File: src/rtl/bs_arbiter_rr_bp.sv
// Packet router: pops one head at a time, decodes dst, unicasts or broadcasts; two-class RR + aging.
// Latency: pndng sampled at E0 -> pop E0..E1 -> push E2..E3 when targets are free (1 packet / 4 cycles).
// Backpressure: holds packet in ROUTE while any target is full; drops with err after bp_timeout cycles.
module bs_arbiter_rr_bp #(
    parameter int         drvrs      = 4,
    parameter int         pckg_sz    = 16,
    parameter logic [7:0] broadcast  = {8{1'b1}},
    parameter int         max_wait   = 8,
    parameter int         bp_timeout = 64
) (
    input  logic                     clk,
    input  logic                     reset,
    input  logic [drvrs-1:0]         pndng,
    input  logic [drvrs-1:0]         prio,
    input  logic [drvrs*pckg_sz-1:0] D_pop,
    output logic [drvrs-1:0]         pop,
    input  logic [drvrs-1:0]         full,
    output logic [drvrs-1:0]         push,
    output logic [pckg_sz-1:0]       D_push,
    output logic                     busy,
    output logic                     err,
    output logic [15:0]              drop_cnt
);
    localparam int IDXW  = $clog2(drvrs);
    localparam int AGEW  = $clog2(max_wait + 1);
    localparam int WAITW = $clog2(bp_timeout + 1);
    localparam logic [AGEW-1:0]  AGE_MAX  = AGEW'(max_wait);
    localparam logic [WAITW-1:0] WAIT_END = WAITW'(bp_timeout - 1);
    localparam logic [drvrs-1:0] ONE      = {{(drvrs-1){1'b0}}, 1'b1};

    typedef enum logic [1:0] {IDLE, GRANT, ROUTE, PUSH} state_t;

    state_t             state, state_nxt;
    logic [IDXW-1:0]    rr_ptr, src, src_nxt, win, rr_nxt;
    logic [AGEW-1:0]    aging [drvrs];
    logic [WAITW-1:0]   wait_cnt, wait_nxt;
    logic [pckg_sz-1:0] pkt, pkt_nxt, d_push_nxt;
    logic [drvrs-1:0]   pop_nxt, push_nxt;
    logic [15:0]        drop_nxt;
    logic               err_nxt, grant;

    logic               aged_vld, hi_vld;
    logic [IDXW-1:0]    aged_w, hi_w, lo_w, rr_sel;
    int                 rr_idx;

    // Winner: aged drivers (lowest index), else high class RR, else any pending RR.
    always_comb begin
        aged_vld = 1'b0;
        aged_w   = '0;
        hi_vld   = 1'b0;
        hi_w     = '0;
        lo_w     = '0;
        rr_idx   = 0;
        rr_sel   = '0;
        for (int j = drvrs - 1; j >= 0; j--) begin
            if (pndng[j] && aging[j] == AGE_MAX) begin
                aged_vld = 1'b1;
                aged_w   = IDXW'(j);
            end
        end
        // Descending scan so the smallest rr offset is the one left standing.
        for (int k = drvrs - 1; k >= 0; k--) begin
            rr_idx = int'(rr_ptr) + k;
            if (rr_idx >= drvrs)
                rr_idx = rr_idx - drvrs;
            rr_sel = IDXW'(rr_idx);
            if (pndng[rr_sel] && prio[rr_sel]) begin
                hi_vld = 1'b1;
                hi_w   = rr_sel;
            end
            if (pndng[rr_sel])
                lo_w = rr_sel;
        end
        win    = aged_vld ? aged_w : (hi_vld ? hi_w : lo_w);
        rr_nxt = (win == IDXW'(drvrs - 1)) ? '0 : win + 1'b1;
    end

    logic [7:0]       dst;
    logic [drvrs-1:0] src_oh, uc_oh, tgt;
    logic             dst_ok;

    assign dst    = pkt[pckg_sz-1 -: 8];
    assign src_oh = ONE << src;
    assign uc_oh  = ONE << dst;   // zero whenever dst >= drvrs

    always_comb begin
        tgt    = '0;
        dst_ok = 1'b0;
        if (dst == broadcast) begin
            tgt    = ~src_oh;
            dst_ok = 1'b1;
        end else if (uc_oh != '0 && uc_oh != src_oh) begin
            tgt    = uc_oh;
            dst_ok = 1'b1;
        end
    end

    always_comb begin
        state_nxt  = state;
        pop_nxt    = '0;
        push_nxt   = '0;
        d_push_nxt = D_push;
        err_nxt    = 1'b0;
        drop_nxt   = drop_cnt;
        wait_nxt   = wait_cnt;
        pkt_nxt    = pkt;
        src_nxt    = src;
        grant      = 1'b0;
        case (state)
            IDLE: begin
                if (pndng != '0) begin
                    grant     = 1'b1;
                    pop_nxt   = ONE << win;
                    src_nxt   = win;
                    state_nxt = GRANT;
                end
            end
            GRANT: begin
                for (int i = 0; i < drvrs; i++)
                    if (src == IDXW'(i))
                        pkt_nxt = D_pop[i*pckg_sz +: pckg_sz];
                wait_nxt  = '0;
                state_nxt = ROUTE;
            end
            ROUTE: begin
                if (dst_ok && (tgt & full) == '0) begin
                    push_nxt   = tgt;
                    d_push_nxt = pkt;
                    state_nxt  = PUSH;
                end else if (!dst_ok || wait_cnt == WAIT_END) begin
                    err_nxt   = 1'b1;
                    drop_nxt  = (drop_cnt == 16'hFFFF) ? drop_cnt : drop_cnt + 16'd1;
                    state_nxt = IDLE;
                end else begin
                    wait_nxt = wait_cnt + 1'b1;
                end
            end
            PUSH: state_nxt = IDLE;
            default: state_nxt = IDLE;
        endcase
    end

    always_ff @(posedge clk or posedge reset) begin
        if (reset) begin
            state    <= IDLE;
            pop      <= '0;
            push     <= '0;
            D_push   <= '0;
            busy     <= 1'b0;
            err      <= 1'b0;
            drop_cnt <= '0;
            rr_ptr   <= '0;
            src      <= '0;
            pkt      <= '0;
            wait_cnt <= '0;
            for (int j = 0; j < drvrs; j++)
                aging[j] <= '0;
        end else begin
            state    <= state_nxt;
            pop      <= pop_nxt;
            push     <= push_nxt;
            D_push   <= d_push_nxt;
            busy     <= (state_nxt != IDLE);
            err      <= err_nxt;
            drop_cnt <= drop_nxt;
            src      <= src_nxt;
            pkt      <= pkt_nxt;
            wait_cnt <= wait_nxt;
            if (grant)
                rr_ptr <= rr_nxt;
            // A driver that drops pndng loses its accumulated age even without a grant.
            for (int j = 0; j < drvrs; j++) begin
                if (!pndng[j] || (grant && win == IDXW'(j)))
                    aging[j] <= '0;
                else if (grant && aging[j] != AGE_MAX)
                    aging[j] <= aging[j] + 1'b1;
            end
        end
    end
endmodule

File: config.mk
export PLATFORM = sky130hd
export DESIGN_NAME = bs_arbiter_rr_bp
export DESIGN_NICKNAME = d
export VERILOG_FILES = /design/src/rtl/bs_arbiter_rr_bp.sv
export SDC_FILE = /design/constraint.sdc
export NUM_CORES = 1
export LEC_CHECK = 0
export ABC_AREA = 0
export CAP_MARGIN = 20
export CORE_MARGIN = 3
export CORE_UTILIZATION = 50
export DETAILED_ROUTE_END_ITERATION = 7
export PLACE_DENSITY_LB_ADDON = 0.08
export REMOVE_ABC_BUFFERS = 1
export SYNTH_ARGS = -nofsm -noshare
export SYNTH_HDL_FRONTEND = slang
export SYNTH_SLANG_ARGS = --single-unit
File: constraint.sdc
create_clock -name clk -period 2.8 [get_ports clk]
set_input_delay 0.28 -clock clk [delete_from_list [all_inputs] [get_ports clk]]
set_output_delay 0.28 -clock clk [all_outputs]
set_load 0.05 [all_outputs]
Yosys cells after proc, flatten, opt, wreduce, memory -nomap -nowiden
Index checks and enable logic that the tools add are counted.
Cells by class
  reduce and logical (&&, ||, !) cells: 46
  add/sub/neg operators: 14
  $lt $le $gt $ge: 8
  bitwise operators: 4
  eq/ne operators: 23
  shift-type cells: 3
  $mul: 0
  muxes and demuxes: 75
  div/mod/pow operators: 0
Operator list (count)
  16-bit 2-to-1 mux: 4
  4-bit 2-to-1 mux: 14
  2-bit 2-to-1 mux: 22
  1-bit 2-to-1 mux: 23
  1-bit logical AND: 18
  16-bit by 1-bit adder with 16-bit output (second input constant): 1
  4-bit by 1-bit adder with 4-bit output (second input constant): 4
  1-bit binary-select mux with 2-bit select: 8
  16-bit equality test (second input constant): 1
  4-bit equality test (second input constant): 4
  4-bit != test (second input constant): 4
  7-bit 2-to-1 mux: 2
  7-bit one-hot mux with 2 select lines: 1
  2-bit equality test (second input constant): 6
  2-bit by 3-bit < comparator with 1-bit output (second input constant): 4
  2-bit nonzero test: 6
  4-bit nonzero test: 3
  3-bit greater-or-equal comparator (second input constant): 3
  8-bit equality test (second input constant): 1
  2-bit one-hot mux with 4 select lines: 1
  1-bit by 2-bit << shifter with 4-bit output (first input constant): 2
  1-bit by 8-bit << shifter with 4-bit output (first input constant): 1
  2-bit by 1-bit subtractor with 2-bit output (second input constant): 4
  7-bit by 1-bit adder with 7-bit output (second input constant): 1
  other kinds (18): 35
Storage, ports and cells
  ROM bits: 0
  memories: 0
  logic and storage cells: 188
  bits of input ports: 78
  register bits after elaboration: 87
  latch bits: 0
  output and inout bits: 42
  bits in writable memories: 0

Depth between registers and ports, before layout
Gate-level depths: netlist of run 1.
  depth after elaboration: 16
  mapped depth: 13
  mapped depth without buffers: 12

Worst setup path before layout of run 1
OpenSTA, ideal clock, no wires.
  kind: register to register
  start point: reg rr_ptr[1]
  end point: reg aging[1] (netlist bit)
  cell stages (with the launch flop): 13
  setup time: 77 ps
  slack: 375 ps
  clock period less this slack: 2425 ps
  data required time: 2723 ps
  data arrival time: 2347 ps
  path buffers: 2
  cells stage by stage: dfrtp_1 > buf_2 > clkbuf_1 > o21ai_0 > a32o_1 > nand4_1 > nand3_1 > a32oi_1 > a21oi_1 > ha_1 > and2_1 > nand2b_1 > a21oi_1
On the way
  longest elaborated chain between the ends: 16
  elaborated cells on any way between the ends: 54
  classes of those cells: add/sub (7); order compare (4); eq/ne (1); mux (35); reduce/logical (7)
Ends and longest elaborated chain
  start, declared: line 34  | logic [IDXW-1:0] rr_ptr, src, src_nxt, win, rr_nxt;
  start signal, assigned: line 170  | rr_ptr <= rr_nxt;
  2-bit by 2-bit adder with 3-bit output: line 63  | rr_idx = int'(rr_ptr) + k;
  3-bit greater-or-equal comparator / 2-bit by 1-bit subtractor with 2-bit output (equally long branches): line 64, 65
  2-bit 2-to-1 mux: line 64  | if (rr_idx >= drvrs)
  1-bit binary-select mux with 2-bit select, on equally long branches: line 67, 71
  1-bit 2-to-1 mux, on equally long branches: line 67, 71
  1-bit logical AND: line 67  | if (pndng[rr_sel] && prio[rr_sel]) begin
  2-bit 2-to-1 mux / 1-bit 2-to-1 mux (equally long branches) (4 in series): line 67
  2-bit 2-to-1 mux * (2 in series): line 74  | win = aged_vld ? aged_w : (hi_vld ? hi_w : lo_w);
  via win[0]: line 34
  2-bit equality test *: line 173  | if (!pndng[j] || (grant && win == IDXW'(j)))
  1-bit logical AND *: line 173
  1-bit logical OR *: line 173
  4-bit 2-to-1 mux / 2-bit nonzero test (equally long branches)
  end signal, assigned by index: line 176  | aging[j] <= aging[j] + 1'b1;
  end, declared: line 35  | logic [AGEW-1:0] aging [drvrs];
Mark *: on every way through the listed nets, which the timed path passes. The rest lies on a longest branch. The select of a mux whose other input is x is not followed.
A chain may end at the register's enable or synchronous reset.

Final worst setup path of run 1
  start point: reg rr_ptr[1]
  end point: reg aging[11] (netlist bit)
On the way
  longest elaborated chain between the ends: 16
  elaborated cells on any way between the ends: 54
  classes of those cells: add/sub (7); order compare (4); eq/ne (1); mux (35); reduce/logical (7)
Ends and longest elaborated chain (line)
  2-bit by 2-bit adder with 3-bit output: 63
  3-bit greater-or-equal comparator / 2-bit by 1-bit subtractor with 2-bit output (equally long branches): 64, 65
  2-bit 2-to-1 mux: 64
  1-bit binary-select mux with 2-bit select, on equally long branches: 67, 71
  1-bit 2-to-1 mux, on equally long branches: 67, 71
  1-bit logical AND: 67
  2-bit 2-to-1 mux / 1-bit 2-to-1 mux (equally long branches) (4 in series): 67
  2-bit 2-to-1 mux * (2 in series): 74
  via win[0]: 34
  2-bit by 1-bit equality test with 1-bit output *: 173
  1-bit logical AND *: 173
  1-bit logical OR *: 173
  4-bit 2-to-1 mux / 2-bit nonzero test (equally long branches)
Marked as above.

==> flow_metrics.py, run 1 <==
metrics = {
    "outcome": {
        "run_status": "finished clean",
    },
    "route": {
        "wirelength_mm": 11.3,
        "drt_iter0_drc": 188,
        "viasPerCell": 5.36,
        "wire_per_inst_um": 15.0,
        "route.vias.total": 4016,
        "route.antenna.remaining_nets": 0,
        "drt_pass1_iterations": 4,
        "detail_route.drc_violations": 0,
    },
    "placed_design": {
        "place.detailed.hpwl_mm": 8.39,
        "numPortBuffers": 119,
        "gp_congestion": 0.916,
    },
    "timing": {
        "unrepaired_setup_endpoints_after_global_routing": "false",
        "setup_total_negative_slack_ps": 0,
        "post-route-period-util": 0.948,
        "worst_slew_margin_rel": 0.394,
        "timing_hold_violations_final": 0,
        "final.setup_skew_ps": 16.4,
        "maxClockFrequency_mhz": 377,
        "report.final.setup_viol": 0,
        "max_slew.worst_pin.slew_ps": 909,
        "period_minus_slack_ps": 2650,
        "timing_max_transition_violations_final": 0,
    },
    "yosys": {
        "post_synthesis_compound_gate_area_fraction": 0.0860,
        "synth_seq_area_share": 0.448,
        "syn_area_sq_um": 4860,
        "synth_adder_area_share": 0.0360,
        "synth_top_cells_by_area": "sky130_fd_sc_hd__dfrtp_1, sky130_fd_sc_hd__mux4_2, sky130_fd_sc_hd__nand2_1, sky130_fd_sc_hd__mux2_2, sky130_fd_sc_hd__ha_1",
        "count_of_flip_flops_with_a_built_in_enable_after_synthesis": 0,
        "yosys_register_bits": 87,
        "synth_warn": 0,
        "synth_cells": 475,
        "synth_top_cell_by_area": "sky130_fd_sc_hd__dfrtp_1",
        "synth.mux.area_fraction": 0.130,
        "async_reset_ff_frac": 1.00,
        "synthesized_area_fraction_occupied_by_and_or_nand_nor_cells": 0.206,
        "syn_avg_cell_area_sq_um": 10.2,
        "yosys_top_cell_area_share": 0.448,
        "synth_top_family_by_area": "simple AND/OR/NAND/NOR gates",
        "post_synth_xor_area_fraction": 0.0559,
        "synth_ff_type": "sky130_fd_sc_hd__dfrtp_1",
        "synth.distinct_cells": 63,
    },
    "worst_hold_path": {
        "hold_path.class": "in2async",
    },
    "clock_network": {
        "postCtsSetupRepairBufs": 0,
        "tritoncts.num_buffers": 9,
        "clock_slew_at_the_register_clock_pins_of_the_worst_setup_and_hold_paths_ps": 90,
        "tritoncts": "yes",
        "ctsLongestPathBuffers": 2,
        "clockRootBuffer": "sky130_fd_sc_hd__clkbuf_8",
        "clock_sink_count": 87,
        "worstSkewPairLatency_ps": 360,
        "clock_tree.htree_level_count": 3,
    },
    "floorplan": {
        "boundaryPins": 120,
        "core_area_sq_um": 9330,
        "die_height_um": 105,
        "row_count": 35,
        "fp.dieArea_sq_um": 10900,
        "die_w_um": 105,
        "start_util": 0.521,
    },
    "worst_setup_path": {
        "worst_setup_path_end_kind": "register",
        "required_ps": 3070,
        "critPathKind": "reg2reg",
        "critPathArrivalTime_ps": 2930,
        "rrSetupSlack_ps": 150,
        "crit_path_start_kind": "register",
        "cp_max_fo": 12,
    },
    "power": {
        "power-per-cell-area_nw_per_um2": 892,
        "worst_ir_drop_vdd_mv": 0.441,
        "leakagePower_nw": 2.88,
    },
    "layout": {
        "num_antenna_cells": 0,
        "area_growth_pct": 34.8,
        "final_layout_size_suffix_gt1_frac": 0.160,
        "final_net_count": 707,
        "fill_cells": 711,
        "layout.core_utilization": 0.702,
    },
    "job": {
        "max-cap-violations": 0,
    },
    "global_routing": {
        "first_global_vias": 4048,
        "pin_count_of_the_biggest_net_entering_global_routing": 76,
        "first_pass_grt_wire_length_mm": 18.8,
        "grt_antenna_before_repair": 0,
        "gr-usage-all-layers": 0.209,
        "globalRouteOverflowTotal": 0,
    },
}
[layout by cell type, fill, tap and decap left out, drive strengths merged, types with 2 or more instances in the layout]
| cell type | instances |
|---|---|
| and4 | 2 |
| clkdlybuf4s50 | 119 |
| and3 | 9 |
| a21oi | 9 |
| o2111ai | 2 |
| mux4 | 17 |
| xor2 | 12 |
| nor4 | 4 |
| nand2 | 82 |
| ha | 14 |
| nand3b | 2 |
| and3b | 2 |
| inv | 21 |
| o211ai | 5 |
| xnor2 | 19 |
| nor3 | 5 |
| mux2 | 19 |
| o31ai | 2 |
| o22ai | 2 |
| dfrtp | 87 |
| o21ai | 17 |
| nor2 | 40 |
| nand4 | 14 |
| nand2b | 9 |
| a31oi | 5 |
| buf | 32 |
| and2 | 8 |
| a32oi | 3 |
| o211a | 2 |
| mux2i | 3 |
| nand3 | 20 |
| nor2b | 4 |
| clkinv | 2 |
| clkinvlp | 2 |
| clkbuf | 10 |
[synth_stat cells, types with 3 or more instances]
cell type                  number
sky130_fd_sc_hd__nor3_1         5
sky130_fd_sc_hd__clkbuf_1       9
sky130_fd_sc_hd__mux4_2        17
sky130_fd_sc_hd__ha_1          14
sky130_fd_sc_hd__nand3_1       20
sky130_fd_sc_hd__inv_1         19
sky130_fd_sc_hd__o21ai_0       17
sky130_fd_sc_hd__a31oi_1        5
sky130_fd_sc_hd__mux2_2        16
sky130_fd_sc_hd__o211ai_1       4
sky130_fd_sc_hd__nand2_1       82
sky130_fd_sc_hd__mux2i_1        3
sky130_fd_sc_hd__xnor2_1       19
sky130_fd_sc_hd__nand4_1       13
sky130_fd_sc_hd__nor2b_1        4
sky130_fd_sc_hd__and3_1         8
sky130_fd_sc_hd__nor2_1        38
sky130_fd_sc_hd__a21oi_1        8
sky130_fd_sc_hd__dfrtp_1       87
sky130_fd_sc_hd__xor2_1        12
sky130_fd_sc_hd__buf_2          6
sky130_fd_sc_hd__nand2b_1       9
sky130_fd_sc_hd__and2_1         8
sky130_fd_sc_hd__nor4_1         3
[final timing paths]
path | cells past startpoint | endpoint | startpoint
worst max-delay path | 11 | aging[11] | rr_ptr[1]
max in group asynchronous | 3 | D_push[5] | reset
worst min-delay path | 2 | drop_cnt[9] | reset
worst min register to register | 2 | pkt[1] | pkt[1]
min in group clk | 2 | pkt[1] | pkt[1]
worst max register to register | 11 | aging[11] | rr_ptr[1]
[worst max-delay path: stages (launching register included)]
cell and delay, ps:
sky130_fd_sc_hd__dfrtp_2 510, sky130_fd_sc_hd__nor4b_1 370, sky130_fd_sc_hd__a31oi_1 80, sky130_fd_sc_hd__a32o_1 280, sky130_fd_sc_hd__nand4_1 100, sky130_fd_sc_hd__nand3_1 80, sky130_fd_sc_hd__a32oi_1 330, sky130_fd_sc_hd__a21oi_1 110
sky130_fd_sc_hd__ha_1 230, sky130_fd_sc_hd__and2_1 150, sky130_fd_sc_hd__nand2b_1 200, sky130_fd_sc_hd__nor2_1 150
[registers in the layout, summed over array words and instances, names as in the netlist]
| signal | count |
|---|---|
| state | 2 |
| push | 4 |
| rr_ptr | 2 |
| pop | 4 |
| drop_cnt | 16 |
| wait_cnt | 7 |
| busy | 1 |
| src | 2 |
| err | 1 |
| pkt | 16 |
| aging | 16 |
| D_push | 16 |
[final cells by class]
| class | count | area, sq um | area share |
|---|---|---|---|
| Clock buffer | 10 | 138 | 0.0210 |
| Clock inverter | 6 | 50.0 | 0.00764 |
| Inverter | 19 | 72.6 | 0.0111 |
| Multi-Input combinational cell | 347 | 2510 | 0.383 |
| Sequential cell | 87 | 2180 | 0.333 |
| Tap cell | 129 | 161 | 0.0246 |
| Timing Repair Buffer | 151 | 1440 | 0.220 |
[where the power goes]
| group | internal, mW | switching [mW] | total (mW) |
|---|---|---|---|
| combinational | 1.33 | 1.70 | 3.03 |
| clock | 0.358 | 0.473 | 0.831 |
| sequential | 1.61 | 0.364 | 1.98 |
[cells by family after synthesis]
kind of cell	count (synthesis)
and+or+nand+nor	205
DFF	87
AOI/OAI and AO/OA	58
buffers and inverters	41
muxes	39
xor gates and xnor gates	31
adders and majority gates	14
[through the flow]
stage / total power [mW] / setup slack (ps) / cells / area, sq um / hold WS [ps]
3_5_place_dp: 5.03 / -96.5 / 733 / 6350 / 459
6_report: 5.84 / 146 / 749 / 6550 / 168
3_3_place_gp: 4.92 / -24.6 / 733 / 6350 / 452
2_1_floorplan: 3.90 / 98.1 / 453 / 4750 / 440
5_1_grt: 6.24 / 9.43 / 749 / 6550 / 173
4_1_cts: 5.86 / 60.1 / 749 / 6540 / 159
[what timing repair did]
action,4_1_cts,5_1_grt
resized for setup,0,4
setup endpoints to repair,0,17
hold buffers,0,0
[per-layer routing]
layer	vias to the layer above	GRT usage	part of all wire
li1	1951	-	-
met1	1956	0.266	0.43
met2	99	0.364	0.50
met5	-	0	0
met4	0	0.0534	0.011
met3	10	0.0432	0.052
Power figures use the tool's default switching activity.
==> run 2: changes to the inputs <==
==> constraint.sdc (replaced) <==
create_clock -name clk -period 2.8 [get_ports clk]
set_input_delay 0.42 -clock clk [delete_from_list [all_inputs] [get_ports clk]]
set_output_delay 0.42 -clock clk [all_outputs]
set_load 0.05 [all_outputs]
==> run 2 against run 1 <==
Effect of this change: core utilization up 0.87 points; register-to-register slack better by 60 ps; flip-flop and latch count unchanged; clock-buffer cell count unchanged; setup slack better by 9.2 ps; hold slack better by 310 ps; combinational power about the same; die area unchanged; clock power up 12%.
==> flow_metrics.py, run 2 (synthesis results as in run 1) <==
metrics = {
    "route": {
        "route.antenna.remaining_nets": 0,
        "drt_iter0_drc": 214,
        "viasPerCell": 5.38,
        "route.vias.total": 4042,
        "detail_route.drc_violations": 0,
        "wire_per_inst_um": 14.9,
        "drt_pass1_iterations": 4,
        "wirelength_mm": 11.2,
    },
    "timing": {
        "unrepaired_setup_endpoints_after_global_routing": "false",
        "period_minus_slack_ps": 2650,
        "final.setup_skew_ps": 12.2,
        "hold_ws_ps": 477,
        "post-route-period-util": 0.945,
        "layout_setup_ws_ps": 155,
        "maxClockFrequency_mhz": 378,
        "report.final.setup_viol": 0,
        "timing_hold_violations_final": 0,
        "timing_max_transition_violations_final": 0,
        "max_slew.worst_pin.slew_ps": 901,
        "worst_slew_margin_rel": 0.399,
    },
    "layout": {
        "post_layout_nonfiller_instances": 752,
        "design_area_sq_um": 6630,
        "regArea_sq_um": 2180,
        "fill_cells": 713,
        "layout_common_cells": "sky130_fd_sc_hd__clkdlybuf4s50_1, sky130_fd_sc_hd__dfrtp_1, sky130_fd_sc_hd__nand2_1",
        "area_growth_pct": 36.5,
        "final_layout_size_suffix_gt1_frac": 0.173,
        "multi_input_comb_area_sq_um": 2540,
        "num_antenna_cells": 0,
        "final_common_cell": "sky130_fd_sc_hd__clkdlybuf4s50_1",
        "final_net_count": 710,
    },
    "worst_setup_path": {
        "required_ps": 3080,
        "crit_path_start_kind": "input port",
        "critPathKind": "in2reg",
        "cp_max_fo": 5,
        "crit_path_max_incr_delay_ps": 460,
        "cpMaxStageDelayCell": "sky130_fd_sc_hd__clkdlybuf4s50_1",
        "critPathArrivalTime_ps": 2930,
        "worst_setup_path_end_kind": "register",
        "cp_cell_sequence": "clkdlybuf4s50_1, buf_4, and3b_1, o21ai_0, a32o_1, o2111ai_1, a32oi_2, a21o_1, ha_1, and2_1, nand2b_1, nor2_1",
    },
    "clock_network": {
        "postCtsSetupRepairBufs": 0,
        "clock_tree.htree_level_count": 3,
        "tritoncts": "yes",
        "post_cts.resized_instances": 0,
        "ctsLongestPathBuffers": 2,
        "worstSkewPairLatency_ps": 360,
        "ctsHoldBuffers": 0,
        "tritoncts.num_buffers": 9,
        "clock_sink_count": 87,
        "clockRootBuffer": "sky130_fd_sc_hd__clkbuf_8",
        "clock_slew_at_the_register_clock_pins_of_the_worst_setup_and_hold_paths_ps": 90,
    },
    "floorplan": {
        "start_util": 0.521,
        "row_count": 35,
        "fp.dieArea_sq_um": 10900,
        "boundaryPins": 120,
        "die_height_um": 105,
        "die_w_um": 105,
        "core_area_sq_um": 9330,
    },
    "power": {
        "p_total_mw": 5.94,
        "power-per-cell-area_nw_per_um2": 896,
        "leakagePower_nw": 2.94,
        "worst_ir_drop_vdd_mv": 0.445,
    },
    "global_routing": {
        "gr-usage-all-layers": 0.210,
        "grt_antenna_before_repair": 0,
        "globalRouteOverflowTotal": 0,
        "first_global_vias": 4116,
        "pin_count_of_the_biggest_net_entering_global_routing": 40,
        "first_pass_grt_wire_length_mm": 18.9,
    },
    "placed_design": {
        "place.detailed.hpwl_mm": 8.44,
        "pre_cts_ws_ps": -218,
        "gp_congestion": 0.912,
        "dpl_cell_area_sq_um": 6380,
        "placedCellCount": 736,
        "numPortBuffers": 119,
    },
    "job": {
        "max-cap-violations": 0,
    },
    "outcome": {
        "run_status": "finished clean",
    },
    "worst_hold_path": {
        "hold_path.class": "in2async",
    },
}
-- run 2: path summary, 6_finish.rpt --
path / from / to / slack [ps] / cells after the start
setup / recovery: pndng[3] / aging[12] / 150 / 12
hold / removal: reset / drop_cnt[8] / 480 / 2
setup reg to reg: rr_ptr[1] / aging[12] / 210 / 10
hold reg to reg: pkt[1] / pkt[1] / 480 / 2
max in group asynchronous: reset / aging[5] / 1710 / 3
min in group clk: pkt[1] / pkt[1] / 480 / 2
-- run 2: power breakdown --
part,switching (mW),internal [mW]
clock network,0.476,0.451
registers,0.354,1.61
logic,1.71,1.34
-- run 2: routing by layer --
layer	routed length [um]	part of all wire	global-route usage	vias to the layer above
met2	5510	0.49	0.339	111
li1	-	-	-	1952
met3	601	0.054	0.0476	16
met1	4890	0.44	0.281	1963
met4	179	0.016	0.0722	0
met5	0	0	0	-
-- run 2: worst max-delay path, delay by kind of cell --
kind                       cells  cell delay, ps
adders and majority gates      1             200
AOI/OAI and AO/OA              5            1000
buffers and inverters          2             640
and+or+nand+nor                4             670
-- run 2: layout make-up --
class / instances / share of cell area
well taps: 129 / 0.0243
flip-flops and latches: 87 / 0.329
clock buffers: 10 / 0.0207
multi-input cells: 347 / 0.382
clock inverters: 6 / 0.0113
inverters: 19 / 0.0109
repair buffers: 154 / 0.222
-- run 2: through the flow --
stage,utilization,setup TNS (ps)
3_3_place_gp,0.684,-2150
6_report,0.711,0
3_5_place_dp,0.684,-3100
5_1_grt,0.711,0
2_1_floorplan,-,0
4_1_cts,0.706,0
